===== config.mk =====
export PLATFORM = sky130hd
export DESIGN_NAME = wb_sdram_bridge
export DESIGN_NICKNAME = d
export VERILOG_FILES = /design/src/rtl/wb_sdram_bridge.sv
export SDC_FILE = /design/constraint.sdc
export NUM_CORES = 1
export LEC_CHECK = 0
export ABC_AREA = 1
export CORE_UTILIZATION = 50
export CTS_CLUSTER_DIAMETER = 80
export CTS_CLUSTER_SIZE = 10
export DETAILED_ROUTE_END_ITERATION = 10
export PLACE_DENSITY_LB_ADDON = 0.05
export SYNTH_ARGS = -nofsm -noshare
export SYNTH_HDL_FRONTEND = slang
export SYNTH_SLANG_ARGS = --single-unit

===== constraint.sdc =====
create_clock -name clk -period 2.2 [get_ports clk]
set_input_delay 0.44 -clock clk [delete_from_list [all_inputs] [get_ports clk]]
set_output_delay 0.44 -clock clk [all_outputs]
set_load 0.01 [all_outputs]

===== src/rtl/wb_sdram_bridge.sv =====
// Wishbone classic slave feeding the SDRAM controller's write/read FIFOs and stream enables.
// Write ack 1 cycle after strobe, read ack 2 (plus 1 at stream start); stalls on wr_fifo_full, read times out after TIMEOUT.
module wb_sdram_bridge #(
  parameter int TIMEOUT = 1024
) (
  input  logic        clk,
  input  logic        rst_n,
  input  logic        wbs_cyc_i,
  input  logic        wbs_stb_i,
  input  logic        wbs_we_i,
  input  logic [3:0]  wbs_sel_i,
  input  logic [31:0] wbs_adr_i,
  input  logic [31:0] wbs_dat_i,
  output logic [31:0] wbs_dat_o,
  output logic        wbs_ack_o,
  output logic        wbs_err_o,
  output logic        wbs_int_o,
  input  logic        sdram_ready,
  output logic        write_en,
  output logic        read_en,
  output logic [21:0] address,
  output logic        wr_fifo_wr,
  output logic [31:0] wr_fifo_data,
  output logic [3:0]  wr_fifo_mask,
  input  logic        wr_fifo_full,
  output logic        rd_fifo_rd,
  input  logic [31:0] rd_fifo_data,
  input  logic        rd_fifo_empty,
  output logic        rd_fifo_reset
);
  localparam int CW = $clog2(TIMEOUT + 1);

  typedef enum logic [2:0] {IDLE, WRITE, READ_WAIT, READ_POP, FLUSH, GUARD} state_t;

  state_t        state;
  logic [31:0]   next_adr;
  logic [CW-1:0] tmo_cnt;
  logic [31:0]   dat_q;
  logic          pop_ack;
  logic          strobe;

  // A strobe seen while our ack/err is still high is the one just terminated.
  assign strobe = wbs_cyc_i & wbs_stb_i & ~wbs_ack_o & ~wbs_err_o;

  // FIFO data is only valid in the ack cycle, so pass it through then and hold it afterwards.
  assign wbs_dat_o = pop_ack ? rd_fifo_data : dat_q;

  always_ff @(posedge clk or negedge rst_n) begin
    if (!rst_n) begin
      state         <= IDLE;
      next_adr      <= '0;
      tmo_cnt       <= '0;
      dat_q         <= '0;
      pop_ack       <= 1'b0;
      wbs_ack_o     <= 1'b0;
      wbs_err_o     <= 1'b0;
      wbs_int_o     <= 1'b0;
      write_en      <= 1'b0;
      read_en       <= 1'b0;
      address       <= '0;
      wr_fifo_wr    <= 1'b0;
      wr_fifo_data  <= '0;
      wr_fifo_mask  <= '0;
      rd_fifo_rd    <= 1'b0;
      rd_fifo_reset <= 1'b0;
    end else begin
      wbs_ack_o     <= 1'b0;
      wbs_err_o     <= 1'b0;
      wr_fifo_wr    <= 1'b0;
      rd_fifo_rd    <= 1'b0;
      rd_fifo_reset <= 1'b0;
      pop_ack       <= 1'b0;
      if (pop_ack) dat_q <= rd_fifo_data;

      case (state)
        IDLE: begin
          tmo_cnt <= '0;
          if (strobe && sdram_ready) begin
            address  <= {wbs_adr_i[20:0], 1'b0};
            next_adr <= wbs_adr_i;
            write_en <= wbs_we_i;
            read_en  <= ~wbs_we_i;
            state    <= wbs_we_i ? WRITE : READ_WAIT;
          end
        end

        WRITE: begin
          if (!wbs_cyc_i) begin
            write_en <= 1'b0;
            state    <= GUARD;
          end else if (strobe) begin
            if (!wbs_we_i || wbs_adr_i != next_adr) begin
              wbs_err_o <= 1'b1;
            end else if (!wr_fifo_full) begin
              wr_fifo_wr   <= 1'b1;
              wr_fifo_data <= wbs_dat_i;
              wr_fifo_mask <= ~wbs_sel_i;
              wbs_ack_o    <= 1'b1;
              next_adr     <= next_adr + 32'd1;
            end
          end
        end

        READ_WAIT: begin
          if (!wbs_cyc_i) begin
            read_en       <= 1'b0;
            rd_fifo_reset <= 1'b1;
            state         <= FLUSH;
          end else if (strobe) begin
            if (wbs_we_i) begin
              wbs_err_o <= 1'b1;
            end else if (wbs_adr_i != next_adr) begin
              // Prefetched data belongs to the old stream; restart from IDLE.
              read_en       <= 1'b0;
              rd_fifo_reset <= 1'b1;
              state         <= FLUSH;
            end else if (!rd_fifo_empty) begin
              rd_fifo_rd <= 1'b1;
              state      <= READ_POP;
            end else if (tmo_cnt == CW'(TIMEOUT - 1)) begin
              wbs_ack_o     <= 1'b1;
              dat_q         <= '0;
              wbs_int_o     <= 1'b1;
              read_en       <= 1'b0;
              rd_fifo_reset <= 1'b1;
              state         <= FLUSH;
            end else begin
              tmo_cnt <= tmo_cnt + 1'b1;
            end
          end
        end

        READ_POP: begin
          pop_ack   <= 1'b1;
          wbs_ack_o <= 1'b1;
          next_adr  <= next_adr + 32'd1;
          tmo_cnt   <= '0;
          state     <= READ_WAIT;
        end

        FLUSH: state <= GUARD;

        GUARD: state <= IDLE;

        default: state <= IDLE;
      endcase
    end
  end
endmodule


## Word level (Yosys, flattened, before mapping)

Index checks and enable logic that the tools add are counted.
W data, S select, Z words.

| storage, ports and cells | value |
|---|---|
| word-level logic and storage cells | 141 |
| input port bits | 108 |
| bits in registers | 144 |

| operators by class | value |
|---|---|
| muxes and demuxes | 73 |
| $add $sub $neg | 2 |
| equality and inequality tests | 23 |
| bitwise logic cells | 10 |
| reduce and logical (&&, ||, !) cells | 17 |

Operators with widths:

| cell | count |
|---|---|
| $mux W32 | 13 |
| $pmux W32 S3 | 1 |
| $mux W11 | 6 |
| $mux W1 | 38 |
| $add A32 B1 Y32 const B | 1 |
| $ne A32 B32 Y1 | 1 |
| $mux W3 | 8 |
| $ne A2 B2 Y1 const B | 12 |
| $pmux W11 S2 | 1 |
| $pmux W3 S5 | 1 |
| $reduce_and A7 Y1 | 2 |
| $reduce_and A6 Y1 | 2 |
| $add A11 B1 Y11 const B | 1 |
| $eq A11 B10 Y1 const B | 1 |
| $reduce_and A5 Y1 | 2 |
| $ne A4 B4 Y1 const B | 2 |
| $eq A3 B2 Y1 const B | 2 |
| $ne A3 B3 Y1 const B | 2 |
| $not A1 Y1 | 6 |
| $pmux W1 S2 | 3 |
| $reduce_bool A2 Y1 | 3 |
| $ne A5 B5 Y1 const B | 1 |
| $not A4 Y4 | 1 |
| $and A1 B1 Y1 | 3 |
| other kinds (12) | 12 |

## Depth between registers and ports, before layout

Gate-level depths: netlist of run 1.

| logic depth | value |
|---|---|
| depth in word-level cells | 8 |
| mapped depth | 14 |
| mapped depth without buffers | 14 |

## Worst setup path after synthesis of run 1

OpenSTA, ideal clock, no wires.

| timing path | value |
|---|---|
| kind | register to output |
| start point | register pop_ack |
| end point | output port wbs_dat_o[10] |
| arrival time | 1.262 ns |
| buffers on the path | 2 |
| path slack | 0.498 ns |
| data required time | 1.760 ns |
| stages on the path, launching flop included | 4 |
| path through | dfrtp_1 > clkbuf_1 > clkbuf_1 > mux2_2 |

| on the way | value |
|---|---|
| word-level cells in the longest chain between the ends | 1 |

RTL lines:

| what | RTL line | text |
|---|---|---|
| start, declared | 39 | `logic pop_ack;` |
| start signal, assigned | 54 | `pop_ack <= 1'b0;` |
| start signal, assigned | 72 | `pop_ack <= 1'b0;` |
| start signal, assigned | 134 | `pop_ack <= 1'b1;` |
| $mux W32 | 46 | `assign wbs_dat_o = pop_ack ? rd_fifo_data : dat_q;` |
| end, declared | 14 | `output logic [31:0] wbs_dat_o,` |

Every way passes these cells.

## Final worst setup path of run 1

| timing path | value |
|---|---|
| start point | register pop_ack |
| end point | output port wbs_dat_o[24] |

Same word-level chain as after synthesis.

==> flow_summary_export.csv, run 1 <==
group,metric,value,unit
status,outcome,"finished clean",
synth,ys_seq_elements,144,
grt,grt.overflow.total,0,
setup_path,crit_chain,"clkbuf_16 > mux2_2 > dlygate4sd2_1",
flow_run,drv_cap,0,
pwr,pwr-share-clk,0.231,
floorplanning,start_util,0.514,
pwr,ir_drop,706,µV
sta,finalCriticalPeriod,2.13,ns
layout,drive_gt1_frac,0.113,
layout,diodes,0,
floorplanning,die_w,130,µm
clock_tree,cts-root-buf,"clkbuf_16",
clock_tree,htreeDepth,4,
detailed_routing,vias,8221,
placed_design,gp_congestion,0.972,
pwr,p_leak,5.89,nW
synth,ys_types,38,
clock_tree,cts_num_sinks,144,
synth,syn_inst,1165,
clock_tree,cts_tree,"built",
floorplanning,die_area,0.0169,mm²
setup_path,startpoint_type,"register",
detailed_routing,drt_iter0_markers,510,
synth,yosysTopAreaCell,"dfrtp_1",
sta,fin_hold_ws,0.473,ns
synth,synthesis.area,0.00819,mm²
setup_path,worst-path-buf-inv,2,
sta,slew_headroom,0.646,
setup_path,crit_family,"buffers and inverters",
hold_path,hp-class,"register to register",
clock_tree,cts-buffers-inserted,17,
pwr,power,0.0130,W
clock_tree,path_clk_slew,0.06,ns
synth,syn_nets,1275,
sta,drv_slew,0,
grt,first_global_vias,7570,
setup_path,cp_max_fo,16,
detailed_routing,via_per_inst,5.02,
pwr,swShare,0.394,
placed_design,portBuffers,204,
detailed_routing,wl,23500,µm
sta,finalSetupViolations,0,
layout,syn_to_final_growth,40.0,%
detailed_routing,drt_pass1_iterations,5,
setup_path,crit_arrival,1.69,ns
detailed_routing,avgRoutedWirePerCell,14.4,µm
pwr,p_sw,0.00511,W
clock_tree,clock_path_buffers,2,
clock_tree,post-cts-setup-buffers,0,
clock_tree,clkLatencyLatePin,0.42,ns
setup_path,crit_start,"pop_ack",
grt,antenna_found_initial,0,
pwr,power_frac_seq,0.322,
layout,num-fill-cells,1361,
setup_path,max_stage_delay,0.42,ns
setup_path,r2r-start,"next_adr[23]",
setup_path,critical_path_required,1.76,ns
synth,synth.top_cell.area_share,0.440,
sta,max_freq,469,MHz
sta,final_hold_viol_count,0,
placed_design,dp_hpwl,17600,µm
setup_path,critical_path_class,"register to output pin",
pwr,power_frac_comb,0.447,
synth,yosys-top-cells-area,"dfrtp_1 (44%), nand2_1 (23%), inv_1 (5.6%), nand3_1 (4.3%), mux2_2 (4.3%)",
floorplanning,core,0.0159,mm²
grt,grt_max_degree,54,
detailed_routing,drc,0,
grt,grt_use_total,0.287,
floorplanning,die_h,130,µm
synth,synth_sequential_area_ratio,0.440,
floorplanning,io_pins,206,
sta,finalSetupTns,0,ns
pwr,power_density,1130,mW/mm²
setup_path,crit_slowest_cell,"dfrtp_2",
sta,finalCritPeriodShare,0.970,
floorplanning,rows,46,
grt,grt_pass1_wl,37300,µm
detailed_routing,ant_nets,0,
synth,yosys_warnings,0,
hold_path,hold_start,"wbs_int_o",
layout,final_common_cell,"nand2_1",
setup_path,endpoint_kind,"output pin",
layout,layout_common_cells,"nand2_1 (500), clkdlybuf4s50_1 (171), dfrtp_1 (141)",
synth,syn_avg_cell_area,7.03,µm²
sta,skew,0.00921,ns
layout,fin_nets,1520,
sta,worst-slew-pin-transition,0.531,ns
pwr,p_int,0.00785,W
Yosys cell counts (all sizes together):
master	count
xor2	14
nand4	10
a31oi	7
nand2	503
o22ai	1
nand3b	4
clkinv	3
o21bai	1
clkbuf	16
buf	22
xnor2	6
nand3	73
inv	139
ha	2
conb	1
o211ai	1
nor2	84
dfrtp	144
o21ai	70
nor4	2
a21oi	8
mux2	31
nor3	19
and3	2
or2	1
and2	1
tightest hold or removal path, cell delays in order (launching register included):
cell and delay, ns:
dfrtp_1 0.34, inv_1 0.04, nand2_1 0.06
stage by stage:
step	instance area [µm²]	util	setup WS [ns]	std cells
final	11500	0.720	0.0658	1638
after global routing	11500	0.720	-0.0221	1638
after CTS	11400	0.716	-0.0548	1637
after detailed placement	10800	0.680	-0.304	1605
after global placement	10800	0.680	-0.299	1605
after floorplan	8190	-	0.498	1165
sequential cells by signal, indices dropped and copies added (netlist names):
signal,count
tmo_cnt,11
pop_ack,1
wbs_ack_o,1
state,3
read_en,1
wr_fifo_wr,1
wr_fifo_data,32
address,21
wr_fifo_mask,4
dat_q,32
next_adr,32
write_en,1
wbs_err_o,1
wbs_int_o,1
rd_fifo_rd,1
rd_fifo_reset,1
kinds of logic (layout without fill, tap and decap cells):
kind of cell	Yosys count	count (layout)	share of synthesized area
adders and majority gates	2	2	0.00305
muxes	31	31	0.0426
AOI/OAI and AO/OA	88	88	0.0556
and+or+nand+nor	699	699	0.348
other	1	1	0.000458
buffers and inverters	180	437	0.0896
DFF	144	144	0.440
xor gates and xnor gates	20	20	0.0214
what timing repair did:
action	4_1_cts	5_1_grt
gates resized for setup	32	15
endpoints found under the setup margin	32	69
gates cloned	0	1
endpoints found under the hold margin	42	0
hold buffers	1	0
power by group through the flow:
| stage | logic, W | registers (W) | clock network, W |
|---|---|---|---|
| 2_1_floorplan | 0.00346 | 0.00409 | 0 |
| 3_3_place_gp | 0.00585 | 0.00415 | 0 |
| 3_5_place_dp | 0.00596 | 0.00418 | 0 |
| 4_1_cts | 0.00578 | 0.00415 | 0.00302 |
| 5_1_grt | 0.00646 | 0.00428 | 0.00313 |
| 6_report | 0.00580 | 0.00417 | 0.00299 |
final timing paths:
kind	slack [ns]	to	depth (start not counted)
worst min-delay path	0.47	wbs_int_o	2
worst min register to register	0.47	wbs_int_o	2
min in group asynchronous	0.51	dat_q[6]	2
worst max register to register	0.16	tmo_cnt[5]	13
worst max-delay path	0.07	wbs_dat_o[24]	3
max in group asynchronous	0.97	pop_ack	3
routing by layer:
| layer | wire length, µm | up-vias | GRT usage | part of all wire |
|---|---|---|---|---|
| met5 | 0 | - | 0 | 0 |
| met4 | 573 | 0 | 0.114 | 0.024 |
| met3 | 1260 | 39 | 0.0492 | 0.054 |
| met2 | 11400 | 257 | 0.481 | 0.48 |
| met1 | 10300 | 3812 | 0.369 | 0.44 |
| li1 | - | 4113 | - | - |
final cells by class:
class,count,area (µm²),share of cell area
inverter,142,534,0.0466
tap,216,270,0.0236
clock buffer,23,478,0.0417
sequential,144,3610,0.314
multi-input combinational,841,3890,0.339
timing repair buffer,264,2560,0.224
clock inverter,8,130,0.0113
Power figures use the tool's default switching activity.
==> run 2, diff against run 1 <==
--- a/config.mk
+++ b/config.mk
@@ -6,11 +6,11 @@
 export NUM_CORES = 1
 export LEC_CHECK = 0
 export ABC_AREA = 1
+export CORE_MARGIN = 2
 export CORE_UTILIZATION = 50
 export CTS_CLUSTER_DIAMETER = 80
-export CTS_CLUSTER_SIZE = 10
 export DETAILED_ROUTE_END_ITERATION = 10
-export PLACE_DENSITY_LB_ADDON = 0.05
+export PLACE_DENSITY_LB_ADDON = 0.12
 export SYNTH_ARGS = -nofsm -noshare
 export SYNTH_HDL_FRONTEND = slang
 export SYNTH_SLANG_ARGS = --single-unit
==> flow_summary_export.csv, run 2 (same netlist as run 1, synthesis figures left out) <==
group,metric,value,unit
sta,finalCritPeriodShare,0.976,
setup_path,critical_path_required,1.76,ns
detailed_routing,vias,8359,
pwr,ir_drop,639,µV
pwr,p_leak,5.93,nW
placed_design,portBuffers,204,
layout,multi_input_area,0.00390,mm²
floorplanning,die_area,0.0174,mm²
clock_tree,clock_path_buffers,2,
sta,slew_headroom,0.602,
setup_path,rr_worst_depth,13,
detailed_routing,drc,0,
setup_path,critical_path_class,"register to output pin",
grt,grt_use_total,0.278,
sta,fin_hold_ws,-0.0114,ns
detailed_routing,drt_pass1_iterations,5,
floorplanning,core,0.0159,mm²
detailed_routing,ant_nets,0,
setup_path,rrSetupSlack,0.15,ns
layout,num-fill-cells,1305,
grt,grt.overflow.total,0,
clock_tree,htreeDepth,4,
layout,diodes,0,
clock_tree,cts-buffers-inserted,17,
detailed_routing,wl,23900,µm
clock_tree,cts_tree,"built",
sta,skew,0.00772,ns
hold_path,hp-class,"input pin to async pin",
layout,register_area,0.00361,mm²
layout,layout_common_cells,"nand2_1 (498), clkdlybuf4s50_1 (172), dfrtp_1 (141)",
placed_design,dp_hpwl,17900,µm
setup_path,crit_slowest_cell,"clkdlybuf4s50_1",
setup_path,crit_arrival,1.71,ns
layout,final_common_cell,"nand2_1",
grt,grt_pass1_wl,39200,µm
clock_tree,postCtsHoldBufs,0,
setup_path,cp_max_fo,4,
floorplanning,die_h,132,µm
detailed_routing,drt_iter0_markers,505,
flow_run,drv_cap,0,
sta,drv_slew,0,
pwr,power_density,1130,mW/mm²
sta,finalCriticalPeriod,2.15,ns
detailed_routing,avgRoutedWirePerCell,14.5,µm
layout,drive_gt1_frac,0.121,
setup_path,endpoint_kind,"output pin",
clock_tree,clkLatencyLatePin,0.42,ns
grt,grt_max_degree,59,
setup_path,crit_chain,"mux2_2 > clkdlybuf4s50_1",
placed_design,gp_congestion,0.988,
setup_path,startpoint_type,"register",
sta,final_hold_viol_count,4,
clock_tree,cts-root-buf,"clkbuf_16",
sta,worst-slew-pin-transition,0.596,ns
grt,antenna_found_initial,0,
setup_path,regToRegEndpoint,"next_adr[16]",
layout,fin_nets,1528,
floorplanning,rows,46,
floorplanning,start_util,0.514,
layout,syn_to_final_growth,40.5,%
clock_tree,path_clk_slew,0.06,ns
floorplanning,io_pins,206,
status,outcome,"finished, violations left",
setup_path,max_stage_delay,0.49,ns
layout,largestRegisters,"dat_q x32, next_adr x32, wr_fifo_data x32",
sta,finalSetupViolations,0,
sta,finalSetupTns,0,ns
sta,max_freq,466,MHz
setup_path,r2r-start,"next_adr[27]",
floorplanning,die_w,132,µm
grt,first_global_vias,7980,
status,violations,"negative hold slack",
detailed_routing,via_per_inst,5.08,
layout,fin_util,0.722,
clock_tree,cts_num_sinks,144,
[run 2: cell types whose count changed in the layout (fill, tap and decap cells not counted), sizes merged]
| cell | change |
|---|---|
| buf | +10 |
| clkbuf | -4 |
| clkdlybuf4s50 | +1 |
| clkinv | +4 |
| clkinvlp | -2 |
| dlygate4sd3 | -1 |
| dlymetal6s2s | -1 |
| inv | +2 |
[run 2: worst max-delay path by stage]
stage / from / endpoint / slack, ns / cells after the start
6_report: pop_ack / wbs_dat_o[24] / 0.05 / 2
5_1_grt: next_adr[9] / tmo_cnt[0] / -0.006 / 14
4_1_cts: pop_ack / wbs_dat_o[24] / 0.03 / 2
3_5_place_dp: wbs_adr_i[19] / tmo_cnt[8] / -0.33 / 13
3_3_place_gp: wbs_adr_i[19] / wr_fifo_data[24] / -0.28 / 14
2_1_floorplan: pop_ack / wbs_dat_o[10] / 0.50 / 3
[run 2: worst max-delay path: cells and delay by family, from the launching register on]
family	cells	cell delay, ns
mux	1	0.37
flops	1	0.43
buf+inv	1	0.49
[run 2: per-stage QoR]
stage          hold slack [ns]  power, W  area [µm²]  instances  setup WS [ns]
6_report               -0.0114    0.0130       11500       1647         0.0537
5_1_grt                 0.0266    0.0139       11500       1647       -0.00563
4_1_cts                 0.0135    0.0130       11500       1646         0.0288
3_5_place_dp             0.459    0.0102       10900       1613         -0.325
3_3_place_gp             0.447   0.00997       10900       1613         -0.284
2_1_floorplan            0.144   0.00755        8190       1165          0.498
[run 2: cell type report]
cell class | count | area share
Multi-Input combinational cell | 841 | 0.338
Sequential cell | 144 | 0.313
Timing Repair Buffer | 272 | 0.225
Inverter | 142 | 0.0464
Clock buffer | 20 | 0.0397
Tap cell | 216 | 0.0235
Clock inverter | 12 | 0.0136
[run 2: per-layer routing]
layer,share of wire,GRT usage,vias to the layer above
met2,0.48,0.470,321
met3,0.062,0.0408,57
met5,0,0,-
met1,0.42,0.357,3865
met4,0.031,0.121,0
li1,-,-,4116
[run 2: report_power, final]
group / total, W / internal, W / switching (W)
clock: 0.00299 / 0.00185 / 0.00114
combinational: 0.00582 / 0.00249 / 0.00333
sequential: 0.00418 / 0.00348 / 0.000698
[run 2: repair_timing]
item,4_1_cts,5_1_grt
gates cloned,0,0
buffers inserted,1,1
setup endpoints to repair,32,65
endpoints found under the hold margin,0,0
gates resized for setup,34,15
pin swaps,0,2
